==> config.mk <==
export PLATFORM = sky130hd
export DESIGN_NAME = path_move_decoder
export DESIGN_NICKNAME = d
export VERILOG_FILES = /design/src/rtl/path_move_decoder.sv
export SDC_FILE = /design/constraint.sdc
export NUM_CORES = 1
export LEC_CHECK = 0
export CORE_MARGIN = 5
export CORE_UTILIZATION = 55
export CTS_BUF_LIST = sky130_fd_sc_hd__clkbuf_4 sky130_fd_sc_hd__clkbuf_8
export CTS_CLUSTER_SIZE = 30
export DETAILED_ROUTE_END_ITERATION = 7
export PLACE_DENSITY = 0.87
export SLEW_MARGIN = 5
export SYNTH_ARGS = -nofsm -noshare
export SYNTH_HDL_FRONTEND = slang
export SYNTH_SLANG_ARGS = --single-unit
==> constraint.sdc <==
create_clock -name clk -period 4.3 [get_ports clk]
set_input_delay 0.645 -clock clk [delete_from_list [all_inputs] [get_ports clk]]
set_output_delay 0.645 -clock clk [all_outputs]
set_load 0.02 [all_outputs]
==> src/rtl/path_move_decoder.sv <==
// path_move_decoder
//   Consumer end of the maze solver's path output. Each accepted {X,Y}
//   coordinate is compared with the previous one. A unit step becomes a
//   2-bit direction code (0=up Y+1, 1=right X+1, 2=left X-1, 3=down Y-1),
//   and that code is queued in a small FIFO for downstream logic. The
//   block also checks that the path is legal: correct start cell, unit
//   adjacency with no border wrap, and at most 255 steps.
//
// Ports
//   clk, rst          clock; asynchronous active-high reset
//   start             one-cycle pulse: flush everything and expect a new path
//   in_valid/in_data  coordinate stream {X[3:0],Y[3:0]}
//   in_ready          coordinate accepted when in_valid && in_ready
//   dir_valid/dir     FIFO head (direction code)
//   dir_ready         consumer pops the head when dir_valid && dir_ready
//   busy              expecting coordinates (FIRST or RUN)
//   done              goal reached and FIFO drained
//   error/err_code    sticky path error: 1 bad start, 2 non-adjacent, 3 overflow
//   step_count        direction codes produced for the current path
module path_move_decoder #(
  parameter int unsigned FIFO_DEPTH  = 4,
  parameter logic [7:0]  START_COORD = 8'h00,
  parameter logic [7:0]  GOAL_COORD  = 8'hFF
) (
  input  logic       clk,
  input  logic       rst,
  input  logic       start,
  input  logic       in_valid,
  input  logic [7:0] in_data,
  output logic       in_ready,
  output logic       dir_valid,
  output logic [1:0] dir,
  input  logic       dir_ready,
  output logic       busy,
  output logic       done,
  output logic       error,
  output logic [1:0] err_code,
  output logic [7:0] step_count
);

  localparam int unsigned PW = (FIFO_DEPTH > 1) ? $clog2(FIFO_DEPTH) : 1;
  localparam logic [PW:0] DEPTH_C = FIFO_DEPTH[PW:0];

  typedef enum logic [2:0] {
    S_IDLE,
    S_FIRST,
    S_RUN,
    S_DONE,
    S_ERR
  } state_t;

  state_t state, state_nx;

  logic [7:0] prev, prev_nx;
  logic [7:0] step_nx;
  logic [1:0] err_nx;

  logic [1:0]    mem [FIFO_DEPTH];
  logic [PW-1:0] wr_ptr, rd_ptr;
  logic [PW:0]   count;
  logic          fifo_full, fifo_empty;
  logic          push, pop, flush, accept;

  logic signed [4:0] dx, dy;
  logic              step_ok;
  logic [1:0]        step_code;

  assign fifo_full  = (count == DEPTH_C);
  assign fifo_empty = (count == '0);

  // Full is taken from the count register, so a pop in this cycle does not
  // reopen in_ready until the following cycle.
  always_comb begin
    in_ready = 1'b0;
    case (state)
      S_FIRST: in_ready = 1'b1;
      S_RUN:   in_ready = !fifo_full;
      default: in_ready = 1'b0;
    endcase
  end

  // start wins over a same-cycle handshake; that coordinate is dropped.
  assign accept = in_valid && in_ready && !start;

  assign dir_valid = !fifo_empty && (state != S_ERR) && (state != S_IDLE);
  assign dir       = dir_valid ? mem[rd_ptr] : 2'd0;
  assign pop       = dir_valid && dir_ready;

  assign busy  = (state == S_FIRST) || (state == S_RUN);
  assign done  = (state == S_DONE) && fifo_empty;
  assign error = (state == S_ERR);

  // Deltas are 5-bit signed so that 15 <-> 0 shows up as +/-15, not +/-1.
  assign dx = $signed({1'b0, in_data[7:4]}) - $signed({1'b0, prev[7:4]});
  assign dy = $signed({1'b0, in_data[3:0]}) - $signed({1'b0, prev[3:0]});

  always_comb begin
    step_ok   = 1'b1;
    step_code = 2'd0;
    if (dx == 5'sd0 && dy == 5'sd1)
      step_code = 2'd0;
    else if (dx == 5'sd1 && dy == 5'sd0)
      step_code = 2'd1;
    else if (dx == -5'sd1 && dy == 5'sd0)
      step_code = 2'd2;
    else if (dx == 5'sd0 && dy == -5'sd1)
      step_code = 2'd3;
    else
      step_ok = 1'b0;
  end

  always_comb begin
    state_nx = state;
    prev_nx  = prev;
    step_nx  = step_count;
    err_nx   = err_code;
    push     = 1'b0;
    flush    = 1'b0;
    if (start) begin
      state_nx = S_FIRST;
      flush    = 1'b1;
      step_nx  = '0;
      err_nx   = '0;
    end else begin
      case (state)
        S_FIRST: begin
          if (accept) begin
            if (in_data == START_COORD) begin
              prev_nx  = in_data;
              state_nx = (START_COORD == GOAL_COORD) ? S_DONE : S_RUN;
            end else begin
              state_nx = S_ERR;
              err_nx   = 2'd1;
              flush    = 1'b1;
            end
          end
        end
        S_RUN: begin
          if (accept) begin
            if (!step_ok) begin
              state_nx = S_ERR;
              err_nx   = 2'd2;
              flush    = 1'b1;
            end else if (step_count == 8'hFF) begin
              state_nx = S_ERR;
              err_nx   = 2'd3;
              flush    = 1'b1;
            end else begin
              push    = 1'b1;
              step_nx = step_count + 8'd1;
              prev_nx = in_data;
              if (in_data == GOAL_COORD)
                state_nx = S_DONE;
            end
          end
        end
        default: ;
      endcase
    end
  end

  always_ff @(posedge clk or posedge rst) begin
    if (rst) begin
      state      <= S_IDLE;
      prev       <= '0;
      step_count <= '0;
      err_code   <= '0;
    end else begin
      state      <= state_nx;
      prev       <= prev_nx;
      step_count <= step_nx;
      err_code   <= err_nx;
    end
  end

  always_ff @(posedge clk or posedge rst) begin
    if (rst) begin
      wr_ptr <= '0;
      rd_ptr <= '0;
      count  <= '0;
      for (int unsigned i = 0; i < FIFO_DEPTH; i++)
        mem[i] <= '0;
    end else if (flush) begin
      wr_ptr <= '0;
      rd_ptr <= '0;
      count  <= '0;
    end else begin
      if (push) begin
        mem[wr_ptr] <= step_code;
        wr_ptr      <= wr_ptr + 1'b1;
      end
      if (pop)
        rd_ptr <= rd_ptr + 1'b1;
      case ({push, pop})
        2'b10:   count <= count + 1'b1;
        2'b01:   count <= count - 1'b1;
        default: count <= count;
      endcase
    end
  end

endmodule

==> impl_metrics.env, run 1 <==
export IMPL_status="finished, final reports clean"
export IMPL_initial_core_util=0.556
export IMPL_avgSynthCellArea_um2=10.0
export IMPL_port_buffers=29
export IMPL_path_common_cell="inv_1"
export IMPL_grt_pass1_wl_mm=9.27
export IMPL_cp_max_fo=3
export IMPL_drive_above_1_share=0.179
export IMPL_place_ws_ns=-0.297
export IMPL_htree_levels=2
export IMPL_tightest_slew_ns=0.885
export IMPL_cp_data_required_time_ns=4.51
export IMPL_fin_crit_sh=0.967
export IMPL_stdcell_area_um2=2940
export IMPL_syn_area_um2=2390
export IMPL_cp_arrival_ns=4.36
export IMPL_synthFlopType="dfrtp_1"
export IMPL_clock_latency_ns=0.29
export IMPL_hold_path_depth=1
export IMPL_clk_pin_slew_worst_paths_ns=0.07
export IMPL_die_w_um=75.9
export IMPL_synth_most_common_cell="dfrtp_1"
export IMPL_fin_setup_tns_ns=0
export IMPL_ys_types=51
export IMPL_postCtsSetupBuffers=0
export IMPL_timing_hold_ws_ns=0.504
export IMPL_wl_per_cell_um=16.0
export IMPL_drt_vias_per_instance=5.83
export IMPL_synth_edf_count=0
export IMPL_crit_buf_inv=3
export IMPL_drt_iter0_markers=128
export IMPL_cts_buffers=5
export IMPL_worst_path_max_delay_cell="fa_1"
export IMPL_netlist_area_leader_share=0.377
export IMPL_fmax_mhz=241
export IMPL_ioPinCount=30
export IMPL_layout_setup_ws_ns=0.143
export IMPL_setup_violations_final=0
export IMPL_rsz0062_at_grt="false"
export IMPL_critPathTopFamily="compound AO/OA/AOI/OAI gates"
export IMPL_placedCellCount=329
export IMPL_nets=313
export IMPL_drtPass1Iterations=4
export IMPL_clock_sinks=36
export IMPL_cp_depth=14
export IMPL_syn_num_nets=267
export IMPL_postSynthCellCount=238
export IMPL_cts_tree="done"
export IMPL_antenna_found_initial=0
export IMPL_num_vias=1966
export IMPL_synth_warning_count=0
export IMPL_drc=0
export IMPL_final_setup_skew_ns=0.00539
export IMPL_peakVddDrop_mv=0.218
export IMPL_power_density_nw_per_um2=361
export IMPL_p_leak_nw=1.29
export IMPL_hold_viol=0
export IMPL_place_hpwl_mm=3.96
export IMPL_fin_util=0.685
export IMPL_antenna_cells=0
export IMPL_ys_seq_area_frac=0.377
export IMPL_yosys_area_top_type="dfrtp_1"
export IMPL_total_power_mw=1.06
export IMPL_slowest_delay_ns=0.48
export IMPL_num_rows=24
export IMPL_drtAntennaViolNets=0
export IMPL_relSlewSlack=0.406
export IMPL_place_area_um2=2840
export IMPL_first_global_vias=1985
export IMPL_max_cap_violations=0
export IMPL_core_area_um2=4290
export IMPL_drt_total_wl_mm=5.39
export IMPL_grt_max_degree=37
export IMPL_synthTopCellsByArea="dfrtp_1, mux2_2, ha_1"
export IMPL_synth_seq_cells=36
export IMPL_die_h_um=75.9
export IMPL_die_area_um2=5760
export IMPL_final_cells=337
export IMPL_start_kind="primary input"
export IMPL_slew_violations=0
export IMPL_cp_cell_sequence="clkdlybuf4s50_1, inv_1, ha_1, inv_1, fa_2, and2b_1, a2111o_1, a21o_1, a211o_1, a2111oi_4, nor2_1, fa_1, or3b_2, mux2i_1"
export IMPL_synthToLayoutAreaGrowth_pct=23.2
export IMPL_reg2reg_depth=12
export IMPL_min_period_ns=4.16
export IMPL_hold_class="reg -> reg"
export IMPL_synthTopCellsByCount="dfrtp_1, nand2_1, inv_1"
export IMPL_synth_async_reset_ratio=1.00
export IMPL_cts_root_buffer="clkbuf_8"
export IMPL_clockBufferDepth=2
export IMPL_globalplace_congestion=0.789
export IMPL_gr_usage_all_layers=0.194
export IMPL_end_kind="flip-flop"
export IMPL_gr_total_overflow=0
export IMPL_criticalPathCategory="in -> reg"
[layout make-up]
type | count | area, um2
inverter | 17 | 63.8
timing repair buffer | 45 | 410
multi-input combinational | 179 | 1400
clock buffer | 8 | 97.6
tap | 52 | 65.1
fill | 347 | 1350
sequential | 36 | 901
[cells by family after synthesis]
family,Yosys count,synth area share
xor+xnor,7,0.0314
buf+inv,23,0.0361
simple gates,88,0.208
compound gates,45,0.139
flops,36,0.377
mux,23,0.115
fa+ha+maj,16,0.0932
[routing by layer]
metal,up-vias,track usage,wire length (um)
li1,956,-,-
met1,947,0.256,2340
met2,57,0.326,2700
met3,6,0.0367,292
met4,0,0.0534,56
met5,-,0,0
[flip-flops by register name, summed over array words and instances (netlist names)]
| register | cells |
|---|---|
| rd_ptr | 2 |
| state | 3 |
| prev | 8 |
| err_code | 2 |
| mem | 8 |
| count | 3 |
| step_count | 8 |
| wr_ptr | 2 |
[final timing paths]
| path | startpoint | to | slack, ns |
|---|---|---|---|
| worst max register to register | prev[0]$_DFFE_PP0P_ | count[1]$_DFFE_PP0P_ | 0.66 |
| worst max-delay path | in_data[0] | count[1]$_DFFE_PP0P_ | 0.14 |
| min in group asynchronous | rst | step_count[7]$_DFFE_PP0P_ | 0.76 |
| worst min register to register | mem[4]$_DFFE_PP0P_ | mem[4]$_DFFE_PP0P_ | 0.50 |
| worst min-delay path | mem[4]$_DFFE_PP0P_ | mem[4]$_DFFE_PP0P_ | 0.50 |
| max in group asynchronous | rst | mem[5]$_DFFE_PP0P_ | 3.22 |
[worst reg2reg max path, delay by kind of cell, from the launching register on]
kind            cells  cell delay, ns
flops               1            0.35
simple gates        3            0.72
fa+ha+maj           3            0.99
compound gates      4            1.32
buf+inv             1            0.05
mux                 1            0.14
[report_power, final]
group          switching (mW)  total, mW  internal (mW)
clock network           0.123      0.266          0.143
registers              0.0228      0.396          0.373
logic                   0.210      0.400          0.190
total                   0.356       1.06          0.706
[placed cells by master (no fill, tap or decap), drive strengths merged, types with 4 or more instances in the layout]
cell,instances
clkbuf,8
or3,6
nor3,8
a21o,4
mux2i,6
inv,17
buf,16
nand2,21
nand3b,5
o21ai,8
a21oi,11
o31ai,5
clkdlybuf4s50,29
nor2,15
mux2,15
and2,6
dfrtp,36
ha,13
[repair_timing]
item                                    in CTS  in global routing
hold endpoints to repair                     0                  0
hold buffers                                 0                  0
endpoints found under the setup margin       0                  1
resized for setup                            0                  1
Note: power is estimated with default switching activity, not from simulation.
==> inputs of run 2 (changes only) <==
Settings changed: SKIP_LAST_GASP set to 1.
==> results of run 2 <==
Same layout as run 1: the final DEF is identical, and so are final timing and power.
==> inputs of run 3 (changes only) <==
Settings changed: CTS_CLUSTER_SIZE 30 to unset, RECOVER_POWER set to 50.
==> run 3 against run 2 <==
The run now ends with max-capacitance violations, max-slew violations left. Via count down 0.10%. Clock-buffer cell count unchanged. Final cell count unchanged. Non-clock buffer count unchanged.
==> impl_metrics.env, run 3 (synthesis results as in run 1) <==
export IMPL_status="finished, violations left"
export IMPL_violations="max-capacitance violations, max-slew violations"
export IMPL_cts_buffers=5
export IMPL_layout_common_cells="dfrtp_1, nand2_1, clkdlybuf4s50_1"
export IMPL_gr_usage_all_layers=0.194
export IMPL_timing_hold_ws_ns=0.504
export IMPL_die_area_um2=5760
export IMPL_hold_viol=0
export IMPL_drt_iter0_markers=128
export IMPL_max_cap_violations=1
export IMPL_slew_violations=37
export IMPL_drc=0
export IMPL_drive_above_1_share=0.175
export IMPL_grt_pass1_wl_mm=9.27
export IMPL_ctsResizeCount=0
export IMPL_clock_sinks=36
export IMPL_fmax_mhz=241
export IMPL_relSlewSlack=-0.282
export IMPL_die_h_um=75.9
export IMPL_slowest_delay_ns=0.48
export IMPL_htree_levels=2
export IMPL_end_kind="flip-flop"
export IMPL_die_w_um=75.9
export IMPL_peakVddDrop_mv=0.215
export IMPL_cp_cell_sequence="clkdlybuf4s50_1, inv_1, ha_1, inv_1, fa_2, and2b_1, a2111o_1, a21o_1, a211o_1, a2111oi_4, nor2_1, fa_1, or3b_2, mux2i_1"
export IMPL_gr_total_overflow=0
export IMPL_final_setup_skew_ns=0.00509
export IMPL_antenna_found_initial=0
export IMPL_start_kind="primary input"
export IMPL_first_global_vias=1985
export IMPL_final_cells=337
export IMPL_cts_root_buffer="clkbuf_8"
export IMPL_antenna_cells=0
export IMPL_cts_hold_buf=0
export IMPL_num_rows=24
export IMPL_postCtsSetupBuffers=0
export IMPL_largestRegisters="mem: 8 flops, prev: 8 flops, step_count: 8 flops"
export IMPL_power_density_nw_per_um2=361
export IMPL_drt_total_wl_mm=5.40
export IMPL_drt_vias_per_instance=5.83
export IMPL_fin_crit_sh=0.966
export IMPL_cp_arrival_ns=4.36
export IMPL_rsz0062_at_grt="false"
export IMPL_mostFrequentLayoutCell="dfrtp_1"
export IMPL_clockBufferDepth=2
export IMPL_wl_per_cell_um=16.0
export IMPL_min_period_ns=4.15
export IMPL_port_buffers=29
export IMPL_core_area_um2=4290
export IMPL_synthToLayoutAreaGrowth_pct=23.0
export IMPL_drtPass1Iterations=4
export IMPL_cp_max_fo=3
export IMPL_nets=313
export IMPL_p_leak_nw=1.32
export IMPL_place_hpwl_mm=3.96
export IMPL_placedCellCount=329
export IMPL_fill_cells=346
export IMPL_path_common_cell="inv_1"
export IMPL_total_power_mw=1.06
export IMPL_ioPinCount=30
export IMPL_hold_class="reg -> reg"
export IMPL_cp_data_required_time_ns=4.51
export IMPL_grt_max_degree=37
export IMPL_num_vias=1964
export IMPL_worst_path_max_delay_cell="fa_1"
export IMPL_setup_violations_final=0
export IMPL_drtAntennaViolNets=0
export IMPL_initial_core_util=0.556
export IMPL_cts_tree="done"
export IMPL_tightest_slew_ns=1.92
export IMPL_criticalPathCategory="in -> reg"
export IMPL_globalplace_congestion=0.789
export IMPL_clk_pin_slew_worst_paths_ns=0.07
export IMPL_clock_latency_ns=0.29
export IMPL_fin_setup_tns_ns=0
run 3: cell count changes in the layout (fill, tap and decap cells not counted), sizes merged:
cell,delta
clkdlybuf4s50,-9
dlygate4sd3,+9
buf,-1
clkbuf,+1
run 3: area by class of cell:
| cell class | count | area, um2 | share of cell area |
|---|---|---|---|
| Tap cell | 52 | 65.1 | 0.0221 |
| Sequential cell | 36 | 901 | 0.307 |
| Timing Repair Buffer | 45 | 407 | 0.138 |
| Inverter | 17 | 63.8 | 0.0217 |
| Clock buffer | 8 | 97.6 | 0.0332 |
| Multi-Input combinational cell | 179 | 1400 | 0.478 |
run 3: worst paths after layout:
kind / slack (ns) / startpoint / to / cells past startpoint
worst max-delay path: 0.15 / in_data[0] / count[1]$_DFFE_PP0P_ / 14
worst min-delay path: 0.50 / mem[4]$_DFFE_PP0P_ / mem[4]$_DFFE_PP0P_ / 1
worst max register to register: 0.67 / prev[0]$_DFFE_PP0P_ / count[1]$_DFFE_PP0P_ / 12
worst min register to register: 0.50 / mem[4]$_DFFE_PP0P_ / mem[4]$_DFFE_PP0P_ / 1
max in group asynchronous: 1.71 / rst / prev[5]$_DFFE_PP0P_ / 3
min in group asynchronous: 1.49 / rst / step_count[7]$_DFFE_PP0P_ / 3
run 3: stage by stage:
stage,area (um2),setup WS (ns),util
finish,2940,0.148,0.684
global route,2940,0.0156,0.684
CTS,2940,0.00146,0.684
detailed placement,2840,-0.297,0.662
global placement,2840,-0.118,0.662
floorplan,2390,0.123,-
run 3: layer usage:
metal  vias up  track usage  routed length, um  part of all wire
met2        61        0.326               2690              0.50
met4         0       0.0534                 56             0.010
met5         -            0                  0                 0
met1       939        0.256               2370              0.44
met3         6       0.0367                275             0.051
li1        958            -                  -                 -
run 3: where the power goes:
group | switching, mW | internal, mW
registers | 0.0228 | 0.373
clock network | 0.123 | 0.143
logic | 0.210 | 0.188
run 3: worst max-delay path: cells and delay by family:
kind	cells	cell delay [ns]
buffers and inverters	3	0.55
AND/OR/NAND/NOR	3	0.72
adder cells (fa/ha/maj)	3	0.99
AO/OA/AOI/OAI	4	1.32
multiplexers	1	0.14
